==> config.mk <==
export PLATFORM = sky130hd
export DESIGN_NAME = piso_serializer_flat
export DESIGN_NICKNAME = d
export VERILOG_FILES = /design/src/rtl/piso_serializer_if.sv /design/src/rtl/piso_serializer.sv /design/src/flat_wrapper.sv
export SDC_FILE = /design/constraint.sdc
export NUM_CORES = 1
export LEC_CHECK = 0
export ABC_AREA = 1
export BUFFER_PORTS_ARGS = -buffer_cell sky130_fd_sc_hd__buf_2
export CORE_MARGIN = 5
export CORE_UTILIZATION = 50
export CTS_CLUSTER_SIZE = 8
export DETAILED_ROUTE_END_ITERATION = 7
export PLACE_DENSITY = 0.75
export SYNTH_ARGS = -nofsm -noshare
export SYNTH_HDL_FRONTEND = slang
export SYNTH_SLANG_ARGS = --single-unit
==> constraint.sdc <==
create_clock -name clk -period 2.01 [get_ports clk]
set_clock_uncertainty 0.2 [all_clocks]
set_input_delay 0 -clock clk [delete_from_list [all_inputs] [get_ports clk]]
set_output_delay 0 -clock clk [all_outputs]
set_load 0.01 [all_outputs]
==> src/rtl/piso_serializer_if.sv <==
// Load handshake and serial output bundle of the parallel-in serial-out shifter.
// The master side supplies words. The slave side serializes them.
interface piso_serializer_if #(
    parameter int WIDTH = 8
);
    logic [WIDTH-1:0] parallel_in;
    logic             load_valid;
    logic             load_ready;
    logic             serial_out;
    logic             serial_valid;
    logic             busy;
    logic             frame_done;

    modport master (
        output parallel_in, load_valid,
        input  load_ready, serial_out, serial_valid, busy, frame_done
    );

    modport slave (
        input  parallel_in, load_valid,
        output load_ready, serial_out, serial_valid, busy, frame_done
    );
endinterface

==> src/rtl/piso_serializer.sv <==
// Parallel-in serial-out shifter with a valid/ready load. It emits one bit per clock.
// At the last bit it accepts the next word, so back-to-back frames leave no idle cycle.
module piso_serializer #(
    parameter int WIDTH     = 8,
    parameter bit MSB_FIRST = 1'b1
) (
    input  logic              clk,
    input  logic              reset_n,
    piso_serializer_if.slave  bus
);
    localparam int             CW   = (WIDTH > 1) ? $clog2(WIDTH) : 1;
    localparam logic [CW-1:0]  LAST = CW'(WIDTH - 1);

    typedef enum logic {IDLE, SHIFT} state_t;

    state_t           state, state_nxt;
    logic [WIDTH-1:0] shift_reg;
    logic [CW-1:0]    bit_cnt;
    logic             accept;

    always_ff @(posedge clk or negedge reset_n) begin
        if (!reset_n) state <= IDLE;
        else          state <= state_nxt;
    end

    // load_ready depends only on state and count. Upstream valid only steers the next state.
    always_comb begin
        state_nxt        = state;
        bus.load_ready   = 1'b0;
        bus.serial_valid = 1'b0;
        bus.busy         = 1'b0;
        bus.serial_out   = 1'b0;
        bus.frame_done   = 1'b0;
        case (state)
            IDLE: begin
                bus.load_ready = 1'b1;
                if (bus.load_valid) state_nxt = SHIFT;
            end
            SHIFT: begin
                bus.busy         = 1'b1;
                bus.serial_valid = 1'b1;
                bus.serial_out   = MSB_FIRST ? shift_reg[WIDTH-1] : shift_reg[0];
                if (bit_cnt == LAST) begin
                    bus.frame_done = 1'b1;
                    bus.load_ready = 1'b1;
                    state_nxt      = bus.load_valid ? SHIFT : IDLE;
                end
            end
            default: state_nxt = IDLE;
        endcase
    end

    assign accept = bus.load_valid & bus.load_ready;

    // Shifting fills with zeros, so the register is already clear when the FSM reaches IDLE.
    always_ff @(posedge clk or negedge reset_n) begin
        if (!reset_n) begin
            shift_reg <= '0;
            bit_cnt   <= '0;
        end else if (accept) begin
            shift_reg <= bus.parallel_in;
            bit_cnt   <= '0;
        end else if (state == SHIFT) begin
            shift_reg <= MSB_FIRST ? {shift_reg[WIDTH-2:0], 1'b0}
                                   : {1'b0, shift_reg[WIDTH-1:1]};
            bit_cnt   <= (bit_cnt == LAST) ? '0 : bit_cnt + 1'b1;
        end
    end
endmodule

==> src/flat_wrapper.sv <==
// flat-port wrapper written by rule: the top's interface ports become plain ports
module piso_serializer_flat 
#(
    parameter int WIDTH     = 8,
    parameter bit MSB_FIRST = 1'b1
)
  (clk, reset_n, bus_parallel_in, bus_load_valid, bus_load_ready, bus_serial_out, bus_serial_valid, bus_busy, bus_frame_done);
  piso_serializer_if #(.WIDTH(WIDTH)) bus_i ();
  input  logic clk;
  input  logic reset_n;
  input wire logic [$bits(bus_i.parallel_in)-1:0] bus_parallel_in;
  input wire logic [$bits(bus_i.load_valid)-1:0] bus_load_valid;
  output wire logic [$bits(bus_i.load_ready)-1:0] bus_load_ready;
  output wire logic [$bits(bus_i.serial_out)-1:0] bus_serial_out;
  output wire logic [$bits(bus_i.serial_valid)-1:0] bus_serial_valid;
  output wire logic [$bits(bus_i.busy)-1:0] bus_busy;
  output wire logic [$bits(bus_i.frame_done)-1:0] bus_frame_done;
  assign bus_i.parallel_in = bus_parallel_in;
  assign bus_i.load_valid = bus_load_valid;
  assign bus_load_ready = bus_i.load_ready;
  assign bus_serial_out = bus_i.serial_out;
  assign bus_serial_valid = bus_i.serial_valid;
  assign bus_busy = bus_i.busy;
  assign bus_frame_done = bus_i.frame_done;
  piso_serializer #(.WIDTH(WIDTH), .MSB_FIRST(MSB_FIRST)) u_core (.clk(clk), .reset_n(reset_n), .bus(bus_i));
endmodule
Word level (Yosys, flattened, before mapping)
Cells that the tools add are included.
- bits in registers: 12
- bits in latches: 0
- memory bits (writable): 0
- bits in read-only memories: 0
- memories kept: 0
- add/sub/neg operators: 1
- $mul: 0
- divide/modulo/power cells: 0
- magnitude comparators: 0
- equal/unequal tests: 1
- shift operators: 0
- multiplexer cells: 13
- bitwise logic cells: 2
- reductions and logical operators: 1
- operator list (operator ; number):
    8-bit 2-to-1 mux ; 2
    3-bit 2-to-1 mux ; 3
    1-bit 2-to-1 mux ; 6
    1-bit case mux with 2 select lines ; 2
    3-bit by 1-bit adder with 3-bit output, second input constant ; 1
    3-bit == test, second input constant ; 1
    2-bit nonzero test ; 1
    1-bit bitwise AND ; 1
    1-bit inverter ; 1

Longest topological paths before layout
- word-level depth: 5
- gate-level depth with buffers: 7
- mapped depth without buffers: 7

Least setup slack after synthesis
No wires, ideal clock.
- path type: reg-to-reg
- start: reg u_core.bit_cnt[0]
- end: reg u_core.shift_reg[1]
- setup time: 121 ps
- arrival: 1165 ps
- data required time: 1689 ps
- path slack: 524 ps
- cell stages (with the launch flop): 8
- clock period less this slack: 1486 ps
- path through: dfrtp_1 -> ha_1 -> ha_1 -> inv_1 -> nand2_2 -> buf_6 -> nand3_1 -> nand3_2
- word-level cells in the longest chain between the ends: 5
- ends and longest elaborated chain (what ; line ; text):
    start: declaration ; piso_serializer.sv:18 ; logic [CW-1:0] bit_cnt;
    start signal: assignment ; piso_serializer.sv:66 ; bit_cnt <= (bit_cnt == LAST) ? '0 : bit_cnt + 1'b1;
    3-bit == test * ; piso_serializer.sv:43 ; if (bit_cnt == LAST) begin
    1-bit 2-to-1 mux * ; piso_serializer.sv:43 ;
    1-bit case mux with 2 select lines * ; piso_serializer.sv:34 ; case (state)
    via bus_load_ready ; flat_wrapper.sv:13 ; output wire logic [$bits(bus_i.load_ready)-1:0] bus_load_ready;
    1-bit bitwise AND * ; piso_serializer.sv:53 ; assign accept = bus.load_valid & bus.load_ready;
    8-bit 2-to-1 mux / 2-bit nonzero test (equally long branches) ; - ;
    end signal: assignment ; piso_serializer.sv:61 ; shift_reg <= bus.parallel_in;
    end signal: assignment ; piso_serializer.sv:64 ; shift_reg <= MSB_FIRST ? {shift_reg[WIDTH-2:0], 1'b0}
    end: declaration ; piso_serializer.sv:17 ; logic [WIDTH-1:0] shift_reg;
The timed path passes the listed nets; every way through them passes the cells marked *.
A chain may end at the register's enable or synchronous reset.

Worst setup path after layout
- start: reg u_core.bit_cnt[0]
- end: out bus_load_ready
- word-level cells in the longest chain between the ends: 3
- ends and longest elaborated chain (what ; line):
    3-bit == test ; piso_serializer.sv:43
    1-bit 2-to-1 mux ; piso_serializer.sv:43
    1-bit case mux with 2 select lines ; piso_serializer.sv:34
    end: declaration ; flat_wrapper.sv:13
Every way passes these cells.

==> load_flow_metrics.sql <==
INSERT INTO impl_metrics (metric_group, metric, value, unit) VALUES
('clocking', 'cts_root_buffer', 'clkbuf_4', ''),
('timing', 'grt_setup_unrepaired', 'false', ''),
('detailed_routing', 'drt_first_iter_violations', '16', ''),
('yosys', 'yosysWarningCount', '0', ''),
('placement', 'detailedPlace.worstSlack', '0.365', 'ns'),
('floorplan', 'core', '1300', 'sq um'),
('setup_path', 'timing.critical_path.from_type', 'register', ''),
('grt', 'groute.usage.overall', '15.8', '%'),
('detailed_routing', 'vias_per_cell', '4.98', ''),
('setup_path', 'path_class', 'register to primary output', ''),
('clocking', 'worst_skew_pair.late_latency', '0.28', 'ns'),
('setup_path', 'worstSetupEndpointType', 'primary output', ''),
('clocking', 'tritoncts', 'done', ''),
('power_and_ir_drop', 'maximum_vdd_drop', '0.648', 'mV'),
('power_and_ir_drop', 'power-per-cell-area', '1120', 'nW/um^2'),
('yosys', 'post-synth-top-count-cell', 'nand2_1', ''),
('timing', 'finalWorstPathRequiredPeriod', '1.69', 'ns'),
('outcome', 'status', 'complete, no violations', ''),
('timing', 'max_freq', '591', 'MHz'),
('yosys', 'synth_commonest_cells', 'nand2_1, dfrtp_1, inv_1', ''),
('power_and_ir_drop', 'p_leak', '0.489', 'nW'),
('clocking', 'ctsResizeCount', '0', ''),
('clocking', 'cts-hold-fix-buffers', '11', ''),
('cells_and_area', 'flow.area_growth_from_synthesis', '29.5', '%'),
('yosys', 'postSynthNetCount', '96', ''),
('cells_and_area', 'num_antenna_cells', '0', ''),
('yosys', 'synth_edf_count', '0', ''),
('yosys', 'yosys_most_used_dff', 'dfrtp_1', ''),
('yosys', 'ys_ff_latch', '12', ''),
('hold_path', 'min_path_type', 'register to register', ''),
('yosys', 'postSynth.asyncResetShare', '100', '%'),
('timing', 'worst-slew-pin-transition', '0.563', 'ns'),
('setup_path', 'timing.critical_path.cells', 'ha_1 > ha_1 > inv_1 > nand2_2 > buf_2', ''),
('grt', 'antenna_found_initial', '0', ''),
('yosys', 'synth_seq_area_share', '43.6', '%'),
('floorplan', 'die-height', '47.1', 'microns'),
('setup_path', 'slowest_stage', 'dfrtp_1', ''),
('power_and_ir_drop', 'totalPowerFinal', '0.998', 'mW'),
('floorplan', 'initial_cell_density_of_the_core', '52.9', '%'),
('grt', 'gr-total-overflow', '0', ''),
('timing', 'final-max-slew-violation-count', '0', ''),
('placement', 'dp_hpwl', '958', 'microns'),
('cells_and_area', 'number_of_flip_flops_in_the_largest_register', '8', ''),
('yosys', 'synthCells', '82', ''),
('clocking', 'postCtsSetupRepairBufs', '0', ''),
('floorplan', 'placement_rows', '13', ''),
('setup_path', 'cp.arrival', '1.49', 'ns'),
('cells_and_area', 'finalNetCount', '123', ''),
('yosys', 'synth_area_per_cell', '8.39', 'sq um'),
('floorplan', 'design.portCount', '16', ''),
('detailed_routing', 'drcViolationCount', '0', ''),
('detailed_routing', 'routed_wire_length_per_instance', '11.5', 'microns'),
('grt', 'first_pass_grt_wire_length', '2400', 'microns'),
('detailed_routing', 'final_wirelength', '1410', 'microns'),
('yosys', 'synthTopCellsByArea', 'dfrtp_1, nand2_1, nand3_2', ''),
('timing', 'max_slew_margin', '62.3', '%'),
('yosys', 'synth.largest_area_cell', 'dfrtp_1', ''),
('clocking', 'cts_num_sinks', '12', ''),
('floorplan', 'dieArea', '2220', 'sq um'),
('timing', 'totalNegativeSetupSlack', '0', 'ns'),
('placement', 'gpl.final_weighted_congestion', '0.751', ''),
('run', 'cap_violations', '0', ''),
('setup_path', 'crit_fanout', '11', ''),
('timing', 'timing.final.hold_violations', '0', ''),
('timing', 'setup_viol', '0', ''),
('grt', 'grt_start_max_net_pins', '20', ''),
('detailed_routing', 'post_route_antenna_net_violation_count', '0', ''),
('setup_path', 'crit_top_cell', 'ha_1', ''),
('detailed_routing', 'dr_total_vias', '613', ''),
('grt', 'via_count_of_the_first_global_routing_pass', '575', ''),
('clocking', 'cts.clk_slew.worst_paths', '0.07', 'ns');
==> metrics by stage <==
step / area [sq um] / hold slack, ns / instances
floorplan: 688 / -0.496 / 82
global placement: 744 / -0.303 / 108
detailed placement: 744 / -0.304 / 108
CTS: 891 / 0.297 / 123
global route: 891 / 0.313 / 123
finish: 891 / 0.295 / 123
==> report_power, final <==
group | switching (mW) | internal (mW)
Combinational | 0.235 | 0.169
Sequential | 0.0646 | 0.335
Clock | 0.0844 | 0.110
==> cell families (layout without fill, tap and decap cells) <==
kind of cell,after synthesis,in the layout,share of synthesized area (%)
and+or+nand+nor,48,48,36.2
buffers and inverters,16,42,12.0
DFF,12,12,43.6
adders and majority gates,3,3,5.46
AOI/OAI and AO/OA,3,3,2.73
==> layout by cell type (no fill, tap or decap), types with 3 or more instances in the layout <==
| cell | Yosys | routed |
|---|---|---|
| buf_2 | 0 | 15 |
| clkbuf_4 | 0 | 3 |
| dfrtp_1 | 12 | 12 |
| dlygate4sd3_1 | 0 | 11 |
| ha_1 | 3 | 3 |
| inv_1 | 12 | 12 |
| nand2_1 | 21 | 21 |
| nand3_1 | 10 | 10 |
| nand3_2 | 7 | 7 |
| nor2_1 | 7 | 7 |
==> path summary, 6_finish.rpt <==
kind                                                from                               to  slack, ns  depth (start not counted)
min reg2reg                u_core.bit_cnt[0]$_DFFE_PN0P_    u_core.bit_cnt[0]$_DFFE_PN0P_       0.30                          1
max reg2reg                u_core.bit_cnt[0]$_DFFE_PN0P_    u_core.bit_cnt[1]$_DFFE_PN0P_       0.35                          7
max                        u_core.bit_cnt[0]$_DFFE_PN0P_                   bus_load_ready       0.32                          5
max in group asynchronous                        reset_n           u_core.state$_DFF_PN0_       0.66                          3
min                        u_core.bit_cnt[0]$_DFFE_PN0P_    u_core.bit_cnt[0]$_DFFE_PN0P_       0.30                          1
min in group asynchronous                        reset_n  u_core.shift_reg[3]$_DFFE_PN0P_       0.57                          3
==> metal layers <==
metal	vias to the layer above	part of all wire, %	wire length, microns	global-route usage (%)
met5	-	0	0	0
met2	21	51	725	26.3
met1	283	41	572	18.2
met3	4	6.0	85	3.45
met4	0	1.9	27	9.94
li1	305	-	-	-
==> area by class of cell <==
cell class	count	area (sq um)	area share (%)
clock buffer	4	36.3	4.07
inverter	12	45.0	5.06
multi-input combinational	54	305	34.3
sequential	12	300	33.7
tap	15	18.8	2.11
timing repair buffer	26	185	20.8
==> worst max-delay path: cells and delay by family, from the launching register on <==
kind	cells	cell delay (ns)
fa+ha+maj	2	0.41
buf+inv	2	0.26
flops	1	0.41
simple gates	1	0.15
(Power assumes the default switching activity.)
